**src/rtl/sdp_rdma_pkg.sv**
```systemverilog
// Shared constants and helpers for the SDP read-DMA data unpacker.
// Holds the field offsets of the command and response payloads and the layer state type.
package sdp_rdma_pkg;

  localparam int ATOM_W      = 256;
  localparam int SIZE_W      = 14;
  localparam int STALL_W     = 32;
  localparam int CMD_W       = SIZE_W + 1;
  localparam int RSP_W       = 2 * ATOM_W + 2;
  localparam int IS_LAST_BIT = SIZE_W;
  localparam int MASK_LSB    = 2 * ATOM_W;

  typedef enum logic {
    LAYER_IDLE,
    LAYER_RUN
  } layer_state_e;

  // A two-bit remaining mask holds exactly one half when its bits differ.
  function automatic logic is_last_half(input logic [1:0] rem);
    return rem[0] ^ rem[1];
  endfunction

endpackage

```
**src/rtl/sdp_rdma_unpack_buf.sv**
```systemverilog
// One-entry response buffer for the read-DMA unpacker.
// It holds a 512-bit response and a mask of the halves not yet sent, and presents the lower pending half first.
module sdp_rdma_unpack_buf
  import sdp_rdma_pkg::*;
(
  input  logic              clk,
  input  logic              rst,
  input  logic              op_en,
  input  logic              rsp_pvld,
  input  logic [RSP_W-1:0]  rsp_pd,
  input  logic              out_acc,
  output logic              rsp_prdy,
  output logic              buf_vld,
  output logic              mask_zero_acc,
  output logic [ATOM_W-1:0] out_pd
);

  logic [2*ATOM_W-1:0] buf_data;
  logic [1:0]          rem;
  logic [1:0]          rsp_mask;
  logic [1:0]          sel_bit;
  logic                last_half;
  logic                rsp_acc;

  assign rsp_mask      = rsp_pd[MASK_LSB +: 2];
  assign buf_vld       = |rem;
  assign last_half     = is_last_half(rem);
  assign rsp_prdy      = op_en & (!buf_vld | (out_acc & last_half));
  assign rsp_acc       = rsp_pvld & rsp_prdy;
  assign mask_zero_acc = rsp_acc & (rsp_mask == 2'b00);
  assign sel_bit       = rem[0] ? 2'b01 : 2'b10;
  assign out_pd        = rem[0] ? buf_data[ATOM_W-1:0] : buf_data[2*ATOM_W-1:ATOM_W];

  // A refill accepted while the final half drains overrides the drain, so there is no bubble.
  always_ff @(posedge clk) begin
    if (rst) begin
      rem      <= 2'b00;
      buf_data <= '0;
    end else begin
      if (out_acc) begin
        rem <= rem & ~sel_bit;
      end
      if (rsp_acc && (rsp_mask != 2'b00)) begin
        rem      <= rsp_mask;
        buf_data <= rsp_pd[2*ATOM_W-1:0];
      end
    end
  end

endmodule

```
**src/rtl/sdp_rdma_dat_unpack.sv**
```systemverilog
// SDP read-DMA data unpacker: splits 512-bit read responses into 256-bit atoms,
// counts atoms against RDMA commands, and reports layer done, mask errors and stall cycles.
module sdp_rdma_dat_unpack
  import sdp_rdma_pkg::*;
(
  input  logic               nvdla_core_clk,
  input  logic               nvdla_core_rst,
  input  logic               op_load,
  input  logic               cmd2dat_pvld,
  output logic               cmd2dat_prdy,
  input  logic [CMD_W-1:0]   cmd2dat_pd,
  input  logic               dma_rd_rsp_pvld,
  output logic               dma_rd_rsp_prdy,
  input  logic [RSP_W-1:0]   dma_rd_rsp_pd,
  output logic               sdp_rdma2dp_valid,
  input  logic               sdp_rdma2dp_ready,
  output logic [ATOM_W-1:0]  sdp_rdma2dp_pd,
  output logic               sdp_rdma2dp_last,
  output logic               dp2reg_done,
  output logic               dp2reg_status_mask_err,
  output logic [STALL_W-1:0] dp2reg_rd_stall
);

  layer_state_e      state;
  layer_state_e      state_nxt;
  logic              op_en;
  logic              buf_vld;
  logic              mask_zero_acc;
  logic              out_acc;
  logic              cmd_is_last;
  logic [SIZE_W-1:0] cmd_size;
  logic [SIZE_W-1:0] cnt;
  logic              cnt_end;
  logic              layer_end;
  logic              layer_start;

  sdp_rdma_unpack_buf u_buf (
    .clk           (nvdla_core_clk),
    .rst           (nvdla_core_rst),
    .op_en         (op_en),
    .rsp_pvld      (dma_rd_rsp_pvld),
    .rsp_pd        (dma_rd_rsp_pd),
    .out_acc       (out_acc),
    .rsp_prdy      (dma_rd_rsp_prdy),
    .buf_vld       (buf_vld),
    .mask_zero_acc (mask_zero_acc),
    .out_pd        (sdp_rdma2dp_pd)
  );

  assign cmd_is_last       = cmd2dat_pd[IS_LAST_BIT];
  assign cmd_size          = cmd2dat_pd[SIZE_W-1:0];
  assign cnt_end           = (cnt == cmd_size);
  assign sdp_rdma2dp_valid = buf_vld & cmd2dat_pvld;
  assign out_acc           = sdp_rdma2dp_valid & sdp_rdma2dp_ready;
  assign cmd2dat_prdy      = out_acc & cnt_end;
  assign sdp_rdma2dp_last  = sdp_rdma2dp_valid & cmd_is_last & cnt_end;
  assign layer_end         = out_acc & cmd_is_last & cnt_end;
  assign op_en             = (state == LAYER_RUN);
  assign layer_start       = op_load & !op_en;

  always_ff @(posedge nvdla_core_clk) begin
    if (nvdla_core_rst) begin
      state <= LAYER_IDLE;
    end else begin
      state <= state_nxt;
    end
  end

  // A second op_load while running is ignored; the final atom returns the layer to idle.
  always_comb begin
    state_nxt = state;
    case (state)
      LAYER_IDLE: if (op_load)   state_nxt = LAYER_RUN;
      LAYER_RUN:  if (layer_end) state_nxt = LAYER_IDLE;
      default:                   state_nxt = LAYER_IDLE;
    endcase
  end

  always_ff @(posedge nvdla_core_clk) begin
    if (nvdla_core_rst) begin
      cnt <= '0;
    end else if (out_acc) begin
      cnt <= cnt_end ? '0 : cnt + SIZE_W'(1);
    end
  end

  // Status registers are cleared by the start of a new layer; the stall counter saturates.
  always_ff @(posedge nvdla_core_clk) begin
    if (nvdla_core_rst) begin
      dp2reg_done            <= 1'b0;
      dp2reg_status_mask_err <= 1'b0;
      dp2reg_rd_stall        <= '0;
    end else begin
      dp2reg_done <= layer_end;
      if (layer_start) begin
        dp2reg_status_mask_err <= 1'b0;
        dp2reg_rd_stall        <= '0;
      end else begin
        if (mask_zero_acc) begin
          dp2reg_status_mask_err <= 1'b1;
        end
        if (op_en && !buf_vld && (dp2reg_rd_stall != '1)) begin
          dp2reg_rd_stall <= dp2reg_rd_stall + STALL_W'(1);
        end
      end
    end
  end

endmodule
```
**config.mk**
```make
export PLATFORM = sky130hd
export DESIGN_NAME = sdp_rdma_dat_unpack
export DESIGN_NICKNAME = d
export VERILOG_FILES = /design/src/rtl/sdp_rdma_pkg.sv /design/src/rtl/sdp_rdma_unpack_buf.sv /design/src/rtl/sdp_rdma_dat_unpack.sv
export SDC_FILE = /design/constraint.sdc
export NUM_CORES = 1
export LEC_CHECK = 0
export ABC_AREA = 1
export CAP_MARGIN = 10
export CORE_AREA = 10 10 316 318
export CTS_BUF_LIST = sky130_fd_sc_hd__clkbuf_4 sky130_fd_sc_hd__clkbuf_8 sky130_fd_sc_hd__clkbuf_16
export DETAILED_ROUTE_END_ITERATION = 16
export DIE_AREA = 0 0 326 328
export PLACE_DENSITY = 0.58
export SLEW_MARGIN = 20
export SYNTH_ARGS = -nofsm -noshare
export SYNTH_HDL_FRONTEND = slang
export SYNTH_HIERARCHICAL = 1
export SYNTH_SLANG_ARGS = --single-unit
```
**constraint.sdc**
```tcl
create_clock -name nvdla_core_clk -period 2.85 [get_ports nvdla_core_clk]
set_input_delay 0.855 -clock nvdla_core_clk [delete_from_list [all_inputs] [get_ports nvdla_core_clk]]
set_output_delay 0.855 -clock nvdla_core_clk [all_outputs]
set_load 0.05 [all_outputs]
```
======== After elaboration in Yosys (flattened, before gate mapping) ========
Cells that the tools add are included.
W data, S select, Z words.
operators by class
  bitwise operators ....................... 17
  $add $sub $neg .......................... 2
  reductions and logical operators ........ 10
  equal/unequal tests ..................... 2
  muxes and demuxes ....................... 8
operators with widths
  operator                 count
  $mux W256                1
  $add A32 B1 Y32 const B  1
  $ne A32 B32 Y1 const B   1
  $add A14 B1 Y14 const B  1
  $eq A14 B14 Y1           1
  $mux W14                 1
  $and A1 B1 Y1            12
  $mux W2                  3
  $reduce_bool A2 Y1       2
  $reduce_or A2 Y1         2
  $logic_and A1 B1 Y1      3
  $and A2 B2 Y2            1
  $logic_not A1 Y1         2
  $logic_not A2 Y1         1
  $mux W1                  2
  $not A2 Y2               1
  $pmux W1 S2              1
  $not A1 Y1               1
  $or A1 B1 Y1             1
  $xor A1 B1 Y1            1
word-level totals
  input bits .............................. 535
  output and inout bits ................... 294
  logic and storage cells ................. 46
  flip-flop bits (word level) ............. 563

======== Depth between registers and ports, before layout ========
Gate-level depths: netlist (run 1).
  depth in word-level cells ............... 9
  mapped depth ............................ 19
  gate-level depth less buffers ........... 15

======== By module ========
The synthesis (run 1) kept the hierarchy.
by module, submodules not included
  module               area each (µm²)  times used  seq. area each (µm²)  cells each
  sdp_rdma_unpack_buf  20852.5          1           10289.9               2817
  sdp_rdma_dat_unpack  2860.2           1           980.9                 482

======== Worst setup path before layout (run 1) ========
OpenSTA, ideal clock, no wires.
  path type ............................... reg2out
  start point ............................. register u_buf.rem[0]
  end point ............................... output port dma_rd_rsp_prdy
  arrival ................................. 2.992 ns
  slack ................................... -0.997 ns
  stages on the path, launching flop included .. 12
  data required time ...................... 1.995 ns
  path buffers ............................ 4
  cell sequence ........................... dfxtp_1 -> buf_2 -> buf_2 -> buf_2 -> buf_2 -> inv_1 -> ha_1 -> inv_2 -> nand3_1 -> inv_1 -> nand2_1 -> a21boi_0
on the way
  word-level cells in the longest chain between the ends .. 6
  elaborated cells between the ends (all ways) .. 8
  classes of those cells .................. bitwise: 6; reduce/logical: 2
ends and longest elaborated chain
  element                 RTL line                   source
  from (decl)             sdp_rdma_unpack_buf.sv:19  logic [1:0] rem;
  from (signal assigned)  sdp_rdma_unpack_buf.sv:41  rem <= rem & ~sel_bit;
  from (signal assigned)  sdp_rdma_unpack_buf.sv:44  rem <= rsp_mask;
  $reduce_or A2 Y1        sdp_rdma_unpack_buf.sv:26  assign buf_vld = |rem;
  via buf_vld             sdp_rdma_dat_unpack.sv:27  logic buf_vld;
  $and A1 B1 Y1           sdp_rdma_dat_unpack.sv:53  assign sdp_rdma2dp_valid = buf_vld & cmd2dat_pvld;
  $and A1 B1 Y1           sdp_rdma_dat_unpack.sv:54  assign out_acc = sdp_rdma2dp_valid & sdp_rdma2dp_ready;
  via out_acc             sdp_rdma_dat_unpack.sv:29  logic out_acc;
  $and A1 B1 Y1           sdp_rdma_unpack_buf.sv:28  assign rsp_prdy = op_en & (!buf_vld | (out_acc & last_half));
  $or A1 B1 Y1            sdp_rdma_unpack_buf.sv:28
  $and A1 B1 Y1           sdp_rdma_unpack_buf.sv:28
  to (decl)               sdp_rdma_dat_unpack.sv:13  output logic dma_rd_rsp_prdy,
The timed path passes the listed nets, and every way through them passes these cells.

======== Worst setup path in the final report (run 1) ========
  start point ............................. register u_buf.rem[0]
  end point ............................... output port sdp_rdma2dp_pd[97]
on the way
  word-level cells in the longest chain between the ends .. 1
ends and longest elaborated chain
  element    RTL line                   source
  $mux W256  sdp_rdma_unpack_buf.sv:32  assign out_pd = rem[0] ? buf_data[ATOM_W-1:0] : buf_data[2*ATOM_W-1:ATOM_W];
  to (decl)  sdp_rdma_dat_unpack.sv:17  output logic [ATOM_W-1:0] sdp_rdma2dp_pd,
No other way between the ends.

==> flow_metrics.tcl, run 1 <==
set metrics [dict create \
    antenna_left 0 \
    hp-class "reg -> reg" \
    fin_crit_ps 2900 \
    grt_max_degree 119 \
    grt_pass1_vias 22800 \
    die_area_um2 107000 \
    rsz0062_at_grt "yes" \
    power.leakage_uw 0.0148 \
    cts_root_buf "clkbuf_16" \
    cp_slowest_stage_delay_ps 400 \
    ir_worst_vdd_mv 0.336 \
    grt_usage_pct 16.9 \
    viasPerCell 4.45 \
    seqPwrFrac_pct 38.8 \
    status "finished with violations" \
    relSlewSlack_pct 60.4 \
    path_max_fanout 23 \
    start_util_pct 25.5 \
    clk_pin_slew_worst_paths_ps 60 \
    synthDistinctLibCells 27 \
    crit_family "buffers and inverters" \
    fin_crit_sh_pct 102 \
    io_buffers 828 \
    chipWidth_um 326 \
    antenna_found_initial 28 \
    pwr-share-comb_pct 20.4 \
    grt-ovfl-total 0 \
    violations "negative setup slack" \
    die_y_um 328 \
    htreeDepth 3 \
    cts_made_buffers 68 \
    synth_compound_area_share_pct 27.9 \
    powerDensity_nw_per_um2 551 \
    end_kind "primary output" \
    clk_path_buf_depth 3 \
    clk_latency_ps 620 \
    ios 829 \
    internal_power_uw 15800 \
    clockPowerShare_pct 40.7 \
    path_buf_inv 4 \
    startpoint_type "flop" \
    wl_per_cell_um 18.6 \
    path_class "reg -> out" \
    netlist_instances 3299 \
    r2r_setup_slack_ps 480 \
    synth_fa_ha_area_share_pct 0.211 \
    synthSimpleGateAreaFrac_pct 9.79 \
    first_iter_violations 1481 \
    fin_nets 4631 \
    vias 24100 \
    setup_viol 14 \
    cp.arrival_ps 2040 \
    ys.warnings.count 6 \
    synthMuxAreaShare_pct 0 \
    syn_area_um2 23700 \
    gp_congestion 0.897 \
    dr.pass1.iters 6 \
    cts_hold_buf 0 \
    cap_violations 0 \
    syn_nets 3838 \
    cts_num_sinks 563 \
    core_um2 93000 \
    hold_viol 0 \
    pre_cts_slack_ps -283 \
    power.net_switching_uw 6130 \
    drv_slew 0 \
    drive_gt1_share_pct 17.5 \
    fmax_ghz 0.345 \
    rows 112 \
    synth_xor_area_share_pct 0.332 \
    synth_area_per_cell_um2 7.19 \
    fin_setup_tns_ps -429 \
    dpl.hpwl_um 71800 \
    setup_slack_ps -46.3 \
    crit_slowest_cell "dfxtp_4" \
    swShare_pct 28.0 \
    tightest_slew_ps 592 \
    fin_skew_ps 22.5 \
    drc 0 \
    drt_wl_total_um 101000 \
    cts_tree "built" \
    ys_seq_area_share_pct 47.5 \
    utilization_pct 42.7 \
    grt_pass1_wl_um 140000 \
    synth_top_family_by_area "compound AO/OA/AOI/OAI gates" \
    cp.required_ps 2000 \
    area_growth_pct 67.7 \
    synth-seq-cells 563 \
    crit_chain "buf_12 -> clkbuf_16 -> clkbuf_16 -> o21ai_1 -> buf_12" \
]
layout make-up:
class | count | area [µm²]
clock inverters | 18 | 164
fillers | 9294 | 53300
well taps | 1254 | 1570
multi-input cells | 1916 | 9850
inverters | 584 | 2200
clock buffers | 105 | 2160
flip-flops and latches | 563 | 11300
diodes | 23 | 57.6
repair buffers | 959 | 12500
state kept, by name, indices dropped and copies added (netlist names):
signal and count:
dp2reg_status_mask_err 1, u_buf/buf_data 512, u_buf/rem 2, dp2reg_rd_stall 32, cnt 14, op_en 1, dp2reg_done 1
worst paths after layout:
path,startpoint,endpoint,cells after the start
worst max-delay path,u_buf/rem[0],sdp_rdma2dp_pd[97],5
worst min register to register,u_buf/buf_data[68],u_buf/buf_data[68],2
worst max register to register,u_buf/rem[0],u_buf/buf_data[412],14
worst min-delay path,u_buf/buf_data[68],u_buf/buf_data[68],2
layer usage:
layer	vias up	share of wire (%)	GRT usage, %	wire length [µm]
met3	152	7.0	5.21	7060
met2	708	48	27.3	48400
met1	11000	42	20.1	42100
li1	12300	-	-	-
met4	8	3.2	8.31	3190
met5	-	0.053	0	53
placed cells by master, fill, tap and decap left out, types with 5 or more instances in the layout:
cell,synthesis,routed
nand2_1,410,379
clkinv_2,0,7
buf_4,1,85
xor2_1,5,5
clkbuf_8,0,20
o21ai_0,771,559
buf_16,0,10
clkbuf_16,0,85
o21ai_1,8,88
nand4_1,12,12
a21oi_1,535,535
dfxtp_4,0,6
dfxtp_2,0,7
nor3_1,11,10
o21ai_2,0,113
nor2_2,5,5
inv_2,5,11
o21ai_4,0,19
clkbuf_4,0,14
buf_12,0,272
diode_2,0,23
nand2_2,1,31
dlygate4sd2_1,0,19
inv_1,579,570
nand3_1,42,40
buf_6,27,10
clkdlybuf4s50_1,0,540
dfxtp_1,563,550
nor2_1,99,97
worst min-delay path: stages (launching register included):
cell and delay [ps]:
dfxtp_1 300, inv_1 40, a21oi_1 50
synth_stat cells:
master,n,area share [%]
nand3_2,1,0.042
nor2_1,99,1.6
ha_1,4,0.21
nand3_1,42,0.89
inv_2,5,0.079
buf_6,27,1.3
buf_4,1,0.032
or2_2,1,0.026
nand4_1,12,0.32
buf_2,79,1.7
nor2_2,5,0.13
xnor2_1,4,0.15
dfxtp_1,563,48
and3_1,1,0.026
nand2_1,410,6.5
inv_1,579,9.2
buf_1,3,0.047
clkbuf_1,126,2.0
a21boi_0,1,0.032
nor3_1,11,0.23
a21oi_1,535,11
xor2_1,5,0.18
nor3_2,1,0.042
o21ai_0,771,16
nand2_2,1,0.026
a31oi_1,4,0.11
o21ai_1,8,0.17
what timing repair did:
item | 4_1_cts | 5_1_grt
hold endpoints to repair | 0 | 0
buffers inserted | 3 | 16
pin swaps | 13 | 31
cloned | 3 | 18
gates resized for setup | 171 | 323
endpoints found under the setup margin | 171 | 226
kinds of logic (layout without fill, tap and decap cells):
family,count (synthesis),in the layout
AOI/OAI and AO/OA,1319,1319
DFF,563,563
buffers and inverters,820,1666
other,0,23
xor gates and xnor gates,9,9
and+or+nand+nor,584,584
adders and majority gates,4,4
through the flow:
step | power (µW) | cell area (µm²) | cells | hold WS [ps]
floorplan | 10600 | 23700 | 3299 | 424
global placement | 12900 | 35900 | 5237 | 430
detailed placement | 12900 | 35900 | 5237 | 433
CTS | 22000 | 38500 | 5366 | 442
global route | 22800 | 39800 | 5422 | 455
finish | 21900 | 39800 | 5422 | 439
power by group through the flow:
| stage | sequential (µW) | combinational (µW) | clock [µW] |
|---|---|---|---|
| final | 8510 | 4470 | 8920 |
| after detailed placement | 8670 | 4220 | 0 |
| after global placement | 8660 | 4200 | 0 |
| after floorplan | 8640 | 1960 | 0 |
| after CTS | 8500 | 4290 | 9200 |
| after global routing | 8550 | 4780 | 9500 |
Note: power is estimated with default switching activity, not from simulation.
==> inputs of run 2 (changes only) <==
--- a/config.mk
+++ b/config.mk
@@ -12,7 +12,6 @@
 export DETAILED_ROUTE_END_ITERATION = 16
 export DIE_AREA = 0 0 326 328
 export PLACE_DENSITY = 0.58
-export SLEW_MARGIN = 20
 export SYNTH_ARGS = -nofsm -noshare
 export SYNTH_HDL_FRONTEND = slang
 export SYNTH_HIERARCHICAL = 1
==> results of run 2 <==
Same layout as run 1: the final DEF is identical, and so are final timing and power.
==> inputs of run 3 (changes only) <==
--- a/config.mk
+++ b/config.mk
@@ -6,12 +6,11 @@
 export NUM_CORES = 1
 export LEC_CHECK = 0
 export ABC_AREA = 1
-export CAP_MARGIN = 10
-export CORE_AREA = 10 10 316 318
+export CORE_AREA = 2 2 327 329
 export CTS_BUF_LIST = sky130_fd_sc_hd__clkbuf_4 sky130_fd_sc_hd__clkbuf_8 sky130_fd_sc_hd__clkbuf_16
 export DETAILED_ROUTE_END_ITERATION = 16
-export DIE_AREA = 0 0 326 328
-export PLACE_DENSITY = 0.58
+export DIE_AREA = 0 0 329 331
+export PLACE_DENSITY = 0.53
 export SYNTH_ARGS = -nofsm -noshare
 export SYNTH_HDL_FRONTEND = slang
 export SYNTH_HIERARCHICAL = 1
==> flow_metrics.tcl, run 3 (synthesis results as in run 1) <==
set metrics [dict create \
    status "finished with violations" \
    violations "negative setup slack" \
    rr_endpoint "cnt[12]" \
    io_buffers 828 \
    powerDensity_nw_per_um2 548 \
    htreeDepth 3 \
    regArea_um2 11300 \
    fin_setup_tns_ps -33.7 \
    first_iter_violations 1150 \
    cap_violations 0 \
    final_cell_mix "inv_1, dfxtp_1, a21oi_1, o21ai_0, clkdlybuf4s50_1" \
    r2r_setup_slack_ps 140 \
    hold_depth 2 \
    wl_met1_um 39900 \
    startpoint "cmd2dat_pvld" \
    core_um2 105000 \
    clk_latency_ps 640 \
    start_util_pct 22.6 \
    area_growth_pct 71.6 \
    power.net_switching_uw 6240 \
    power.leakage_uw 0.0154 \
    antenna_left 0 \
    viasPerCell 4.33 \
    multiInputGateArea_um2 9950 \
    clockPowerShare_pct 41.4 \
    fin_hold_ws_ps 440 \
    dpl.hpwl_um 69300 \
    pwr-share-comb_pct 20.5 \
    cts_hold_buf 0 \
    clk_pin_slew_worst_paths_ps 50 \
    reg2reg_depth 21 \
    hold_path.startpoint "u_buf/buf_data[231]" \
    path_class "in -> out" \
    cp.arrival_ps 2020 \
    die_area_um2 109000 \
    tightest_slew_ps 634 \
    antenna_found_initial 8 \
    r2r_start "cnt[7]" \
    drive_gt1_share_pct 19.2 \
    cp.required_ps 2000 \
    gp_congestion 0.886 \
    rsz0062_at_grt "yes" \
    hold_viol 0 \
    rows 119 \
    grt_pass1_wl_um 137000 \
    seqPwrFrac_pct 38.1 \
    swShare_pct 28.0 \
    wl_met3_um 6720 \
    p_total_uw 22300 \
    setup_viol 2 \
    end_kind "primary output" \
    setup_slack_ps -22.2 \
    fin_crit_ps 2870 \
    grt_usage_pct 16.2 \
    wl_per_cell_um 17.3 \
    fin_skew_ps 25.2 \
    reg_top3 "u_buf/buf_data: 512 flops, dp2reg_rd_stall: 32 flops, cnt: 14 flops" \
    ir_worst_vdd_mv 0.356 \
    pre_cts_slack_ps -281 \
    fin_nets 4700 \
    hold_end "u_buf/buf_data[231]" \
    clk_path_buf_depth 3 \
    hp-class "reg -> reg" \
    cts_made_buffers 72 \
    final_common_cell "inv_1" \
    dr_wl_met2_um 47800 \
    top_register "u_buf/buf_data" \
    vias 24300 \
    drv_slew 0 \
    grt-ovfl-total 0 \
    fillers 10700 \
    cts_root_buf "clkbuf_16" \
    cts_num_sinks 563 \
    drc 0 \
    relSlewSlack_pct 57.7 \
    internal_power_uw 16100 \
    drt_wl_total_um 97000 \
    cts_tree "built" \
    grt_pass1_vias 22700 \
    chipWidth_um 329 \
    grt_max_degree 69 \
    path_max_fanout 3 \
    fin_crit_sh_pct 101 \
    largest_reg_flops 512 \
    die_y_um 331 \
    dr.pass1.iters 5 \
    startpoint_type "input pin" \
    fmax_ghz 0.348 \
    ios 829 \
    dr.max_layer_used "met5" \
]
[run 3: cell count changes in the layout (fill, tap and decap cells not counted), sizes merged, moves of 2 or more]
cell,delta
dlygate4sd2,+3
dlymetal6s2s,+8
clkdlybuf4s50,-10
clkbuf,-7
bufinv,+3
buf,+69
diode,-14
clkinvlp,-2
clkinv,+2
[run 3: through the flow]
| stage | utilization (%) | instances | instance area, µm² |
|---|---|---|---|
| after floorplan | - | 3299 | 23700 |
| after global placement | 34.8 | 5430 | 36500 |
| after detailed placement | 34.8 | 5430 | 36500 |
| after CTS | 37.6 | 5585 | 39400 |
| after global routing | 38.8 | 5607 | 40700 |
| final | 38.8 | 5612 | 40700 |
[run 3: layout make-up]
type / count / area share [%]
Antenna cell: 9 / 0.0553
Clock buffer: 104 / 5.21
Clock inverter: 21 / 0.640
Inverter: 584 / 5.43
Multi-Input combinational cell: 1916 / 24.4
Sequential cell: 563 / 27.8
Tap cell: 1391 / 4.28
Timing Repair Buffer: 1024 / 32.2
[run 3: timing repair]
item                                    4_1_cts  5_1_grt
endpoints found under the setup margin      201      201
gates resized for setup                     277      289
pin swaps                                    16       24
cloned                                        4       12
setup buffers                                26        7
[run 3: power by group through the flow]
stage / combinational (µW) / clock [µW] / sequential (µW)
floorplan: 1960 / 0 / 8640
global placement: 4290 / 0 / 8660
detailed placement: 4310 / 0 / 8670
CTS: 4420 / 9520 / 8500
global route: 4890 / 9820 / 8550
finish: 4580 / 9230 / 8500
[run 3: critical path, cell delays in order]
cell,delay [ps]
clkdlybuf4s50_1,560
nand3_4,100
inv_4,90
buf_4,120
nand3_2,90
inv_2,70
buf_12,130
[run 3: per-layer routing]
layer,vias up,track usage [%]
met4,4,4.96
met3,135,4.92
li1,12400,-
met2,638,28.0
met1,11100,19.1
met5,-,0
[run 3: worst max path at each step]
stage / endpoint / slack [ps] / depth (start not counted)
finish: cmd2dat_prdy / -20 / 7
global route: sdp_rdma2dp_pd[17] / -110 / 7
floorplan: dma_rd_rsp_prdy / -40 / 11
CTS: sdp_rdma2dp_pd[100] / -120 / 5
detailed placement: sdp_rdma2dp_last / -280 / 10
global placement: sdp_rdma2dp_last / -270 / 10
